==> src/rtl/ax_decision_ctrl.sv <==
// Precise/approximate decision controller: level register, 32-bit Galois LFSR,
// per-lane consecutive-approximation cap. Optional statistics via AX_DECISION_STATS_EN.
module ax_decision_ctrl #(
  parameter int                    AX_LEVEL_WIDTH = 5,
  parameter int                    LFSR_WIDTH     = 32,
  parameter logic [LFSR_WIDTH-1:0] LFSR_SEED      = LFSR_WIDTH'(32'h1010),
  parameter int                    REQ_NUM        = 2,
  parameter int                    MAX_CONSEC     = 4
) (
  input  logic                      clk,
  input  logic                      rst_n,
  input  logic                      cfgLevelWe,
  input  logic [AX_LEVEL_WIDTH-1:0] cfgLevel,
  input  logic                      cfgSeedWe,
  input  logic [LFSR_WIDTH-1:0]     cfgSeed,
  input  logic                      flush,
  input  logic [REQ_NUM-1:0]        reqValid,
  output logic [REQ_NUM-1:0]        decValid,
  output logic [REQ_NUM-1:0]        decApprox,
  output logic [AX_LEVEL_WIDTH-1:0] curLevel,
  output logic                      busy,
  output logic [31:0]               statApproxCount
);

  localparam int                    CONSEC_W   = $clog2(MAX_CONSEC + 1);
  localparam logic [CONSEC_W-1:0]   CONSEC_MAX = CONSEC_W'(MAX_CONSEC);
  localparam logic [LFSR_WIDTH-1:0] TAP_MASK   = LFSR_WIDTH'(32'h80200003);

  typedef enum logic [1:0] {
    ST_DISABLED,
    ST_ACTIVE,
    ST_RESEED
  } state_t;

  state_t                      state, state_next;
  logic [AX_LEVEL_WIDTH-1:0]   level, level_next;
  logic [LFSR_WIDTH-1:0]       lfsr, lfsr_next;
  logic [CONSEC_W-1:0]         consec      [REQ_NUM];
  logic [CONSEC_W-1:0]         consec_next [REQ_NUM];
  logic [REQ_NUM-1:0]          approx_hit;

  // A level written during RESEED must decide where the controller lands afterwards.
  always_comb begin
    state_next = state;
    level_next = cfgLevelWe ? cfgLevel : level;
    if (cfgSeedWe)
      state_next = ST_RESEED;
    else if (state == ST_RESEED || cfgLevelWe)
      state_next = (level_next != '0) ? ST_ACTIVE : ST_DISABLED;
  end

  always_comb begin
    lfsr_next = lfsr;
    if (cfgSeedWe)
      lfsr_next = (cfgSeed == '0) ? LFSR_SEED : cfgSeed;
    else if (state == ST_ACTIVE && |reqValid)
      lfsr_next = (lfsr >> 1) ^ (lfsr[0] ? TAP_MASK : '0);
  end

  // Each lane draws its own slice of the current LFSR value.
  always_comb begin
    approx_hit = '0;
    for (int i = 0; i < REQ_NUM; i++) begin
      approx_hit[i] = (state == ST_ACTIVE)
                   && (lfsr[i*AX_LEVEL_WIDTH +: AX_LEVEL_WIDTH] < level)
                   && (consec[i] < CONSEC_MAX);
    end
  end

  always_comb begin
    for (int i = 0; i < REQ_NUM; i++) begin
      consec_next[i] = consec[i];
      if (flush)
        consec_next[i] = '0;
      else if (reqValid[i])
        consec_next[i] = approx_hit[i] ? consec[i] + CONSEC_W'(1) : '0;
    end
  end

  always_ff @(posedge clk) begin
    if (!rst_n) begin
      state     <= ST_DISABLED;
      level     <= '0;
      lfsr      <= LFSR_SEED;
      decValid  <= '0;
      decApprox <= '0;
      for (int i = 0; i < REQ_NUM; i++) consec[i] <= '0;
    end else begin
      state     <= state_next;
      level     <= level_next;
      lfsr      <= lfsr_next;
      decValid  <= flush ? '0 : reqValid;
      decApprox <= flush ? '0 : (reqValid & approx_hit);
      for (int i = 0; i < REQ_NUM; i++) consec[i] <= consec_next[i];
    end
  end

  assign curLevel = level;
  assign busy     = (state == ST_RESEED);

`ifdef AX_DECISION_STATS_EN
  localparam int POP_W = $clog2(REQ_NUM + 1);

  logic [POP_W-1:0] approx_pop;
  logic [32:0]      stat_sum;
  logic [31:0]      stat_count;

  always_comb begin
    approx_pop = '0;
    for (int i = 0; i < REQ_NUM; i++)
      if (decApprox[i] && decValid[i]) approx_pop = approx_pop + POP_W'(1);
    stat_sum = {1'b0, stat_count} + 33'(approx_pop);
  end

  // Counts issued decisions; a carry out of bit 31 pins the counter at all-ones.
  always_ff @(posedge clk) begin
    if (!rst_n || cfgSeedWe)
      stat_count <= '0;
    else if (stat_sum[32])
      stat_count <= '1;
    else
      stat_count <= stat_sum[31:0];
  end

  assign statApproxCount = stat_count;
`else
  assign statApproxCount = '0;
`endif

endmodule

==> config.mk <==
export PLATFORM = sky130hd
export DESIGN_NAME = ax_decision_ctrl
export DESIGN_NICKNAME = d
export VERILOG_FILES = /design/src/rtl/ax_decision_ctrl.sv
export SDC_FILE = /design/constraint.sdc
export NUM_CORES = 1
export LEC_CHECK = 0
export ABC_AREA = 0
export BUFFER_PORTS_ARGS = -buffer_cell sky130_fd_sc_hd__buf_4
export CAP_MARGIN = 20
export CORE_MARGIN = 2
export CORE_UTILIZATION = 55
export DETAILED_ROUTE_END_ITERATION = 16
export PLACE_DENSITY = 0.84
export SLEW_MARGIN = 20
export SYNTH_ARGS = -nofsm -noshare
export SYNTH_HDL_FRONTEND = slang
export SYNTH_SLANG_ARGS = --single-unit
==> constraint.sdc <==
create_clock -name clk -period 4.3 [get_ports clk]
set_input_delay 0 -clock clk [delete_from_list [all_inputs] [get_ports clk]]
set_output_delay 0 -clock clk [all_outputs]
set_load 0.02 [all_outputs]
==> impl_metrics.ini <==
[critical_path]
crit_family = simple AND/OR/NAND/NOR gates
slowest_stage = and2_4
worstPathArrival_ns = 2.00
max_stage_delay_ns = 0.50
startpoint = state[1]$_SDFFE_PN0P_
start_kind = flop
critPathRequiredTime_ns = 4.50
crit_chain = and2b_4 > and2_4 > mux2_1 > o211a_1
r2r_cells = 4
critPathMaxFanout = 31
endpoint_kind = flop
path_buf_inv = 0
worstReg2RegStart = state[1]$_SDFFE_PN0P_
critPathKind = reg -> reg
cp.depth = 4

[timing]
finalSetupTns_ns = 0
maxClockFrequency_mhz = 555
finalSetupViolCount = 0
rsz0062_at_grt = false
drv_slew = 0
worst_slew_pin_slew_ns = 0.579
skew_ns = 0.00600
max_slew_margin = 0.614
hold_viol = 0
min_period_ns = 1.80
fin_crit_sh = 0.419

[synth]
synth_top_flop_cell = dfxtp_1
synth_top_cell_by_area = dfxtp_1
synth_edf_count = 0
ys_seq_area_frac = 0.331
yosysTopAreaCellShare = 0.331
synth-seq-cells = 49
yosysWarnings = 0
synthDistinctLibCells = 43
netlist_instances = 288
synthArstFlopShare = 0
netlist_area_sq_mm = 0.00297
synth_area_leaders = dfxtp_1 (33%), mux2_4 (13%), o211a_1 (9.1%)
syn_avg_cell_area_sq_um = 10.3

[route]
drt-initial-drc-count = 112
wl_per_cell_um = 14.1
drc = 0
vias_per_cell = 5.29
first_pass_iters = 4
drtAntennaViolNets = 0
routed-via-count = 2180
wirelength_um = 5800

[clocking]
postCtsHoldBufs = 9
root_buffer = clkbuf_8
cts_tree = yes
clk_pin_slew_ns = 0.09
cts_setup_buffers = 0
post_cts_resized = 0
cts_buffer_depth = 2
clk_latency_ns = 0.31
numCtsBuffers = 5
htreeDepth = 2
cts.sinks = 49

[global_route]
grt_max_degree = 64
grt_antenna_before_repair = 0
overflow = 0
grt_pass1_vias = 2052
globalRouteTotalUtil = 0.197
grt_pass1_wl_um = 9470

[floorplan]
die_h_um = 77.4
fp.dieW_um = 77.4
die-area_sq_mm = 0.00600
core_area_sq_mm = 0.00517
io_pins = 86
start_util = 0.574
row_count = 26

[placed_design]
place_congestion = 0.791
io_buffers = 53
dp_cells = 395
place_hpwl_um = 4170

[min_path]
holdPathStages = 2
min_from = flush
holdCritPathClass = in -> reg

[layout]
antenna_cells = 0
nFillCells = 395
final_cells = 412
area_growth_pct = 16.2
drive_gt1_frac = 0.269
nets = 395

[pwr]
power.density_mw_per_mm2 = 306
leakage_nw = 1.73
ir_drop_v = 0.000189

[run_status]
status = completed

[flow_run]
cap_violations = 0
cell type report:
type | instances | area (sq um) | share of cell area
sequential | 49 | 981 | 0.285
clock buffer | 5 | 68.8 | 0.0200
inverter | 11 | 41.3 | 0.0120
timing repair buffer | 62 | 488 | 0.142
multi-input combinational | 212 | 1730 | 0.503
tap | 70 | 87.6 | 0.0254
clock inverter | 3 | 46.3 | 0.0134
synthesized netlist by cell type, types with 2 or more instances:
| master | count |
|---|---|
| a2bb2oi_1 | 2 |
| buf_4 | 32 |
| o2111ai_1 | 4 |
| nand2_1 | 7 |
| buf_6 | 4 |
| nor4_1 | 8 |
| dfxtp_1 | 49 |
| nor2_1 | 2 |
| a211oi_1 | 2 |
| inv_1 | 11 |
| and3b_1 | 2 |
| a31oi_1 | 2 |
| a21boi_1 | 4 |
| o211a_1 | 27 |
| a32oi_1 | 4 |
| clkbuf_1 | 10 |
| o21ai_1 | 3 |
| ha_1 | 10 |
| nand3b_1 | 2 |
| nand4_1 | 2 |
| mux2_4 | 26 |
| nor4b_2 | 2 |
| mux2i_1 | 9 |
| nand2b_1 | 30 |
| a211o_1 | 2 |
| a21oi_1 | 3 |
| nor2b_1 | 8 |
| nor3b_1 | 3 |
| xnor2_1 | 2 |
| o21ai_0 | 3 |
layer usage:
layer / vias to the layer above / share of wire / global-route usage
met1: 1018 / 0.45 / 0.253
met4: 0 / 0.012 / 0.0714
li1: 1085 / - / -
met5: - / 0 / 0
met2: 71 / 0.49 / 0.324
met3: 6 / 0.047 / 0.0430
kinds of logic (layout without fill, tap and decap cells):
group                    after synthesis  count (layout)  synth area share
other                                  1              32           0.00126
AO/OA/AOI/OAI                         59              59             0.169
AND/OR/NAND/NOR                       72              72             0.158
flip-flops                            49              49             0.331
XOR/XNOR                               3               3           0.00886
adder cells (fa/ha/maj)               10              10            0.0422
buffers and inverters                 58              81             0.124
multiplexers                          36              36             0.166
through the flow:
step / util / area [sq um] / setup WS, ns / power, mW / hold WS [ns]
5_1_grt: 0.666 / 3450 / 2.43 / 1.11 / 0.0141
3_5_place_dp: 0.627 / 3240 / 2.51 / 0.723 / 0.280
3_3_place_gp: 0.627 / 3240 / 2.55 / 0.718 / 0.270
4_1_cts: 0.666 / 3450 / 2.49 / 1.06 / 0.00339
2_1_floorplan: - / 3080 / 2.75 / 0.683 / 0.143
6_report: 0.666 / 3450 / 2.50 / 1.06 / 0.0159
sequential cells by signal, summed over array words and instances (netlist names):
| register | cells |
|---|---|
| consec | 6 |
| curLevel | 5 |
| decApprox | 2 |
| decValid | 2 |
| lfsr | 32 |
| state | 2 |
cells in the final DEF, fill, tap and decap left out, types with 2 or more instances in the layout:
cell / instances
a211oi_1: 2
o21ai_1: 3
clkbuf_8: 5
nor4_1: 8
nand2_1: 7
mux2_4: 26
a211o_1: 2
xnor2_1: 2
nand3b_1: 2
o21ai_0: 3
buf_4: 53
nor3b_1: 3
nor2b_1: 8
nor4b_2: 2
a2bb2oi_1: 2
a21boi_1: 4
ha_1: 10
dlygate4sd3_1: 9
dfxtp_1: 49
mux2i_1: 9
a21oi_1: 3
o2111ai_1: 4
nor2_1: 2
a31oi_1: 2
and3b_1: 2
o211a_1: 27
inv_1: 11
conb_1: 32
nand2b_1: 30
a32oi_1: 4
nand4_1: 2
where the power goes:
part	switching, mW	leakage [nW]	internal (mW)
Combinational	0.108	1.27	0.113
Sequential	0.0203	0.405	0.481
Clock	0.159	0.0543	0.174
path summary, 6_finish.rpt:
path | end | slack, ns
max | lfsr[2]$_SDFFE_PN0P_ | 2.50
min reg2reg | consec[0][1]$_SDFFE_PP0P_ | 0.48
max reg2reg | lfsr[2]$_SDFFE_PN0P_ | 2.50
min | decValid[0]$_SDFF_PP0_ | 0.02
No activity file was read; power rests on OpenSTA's default activity.
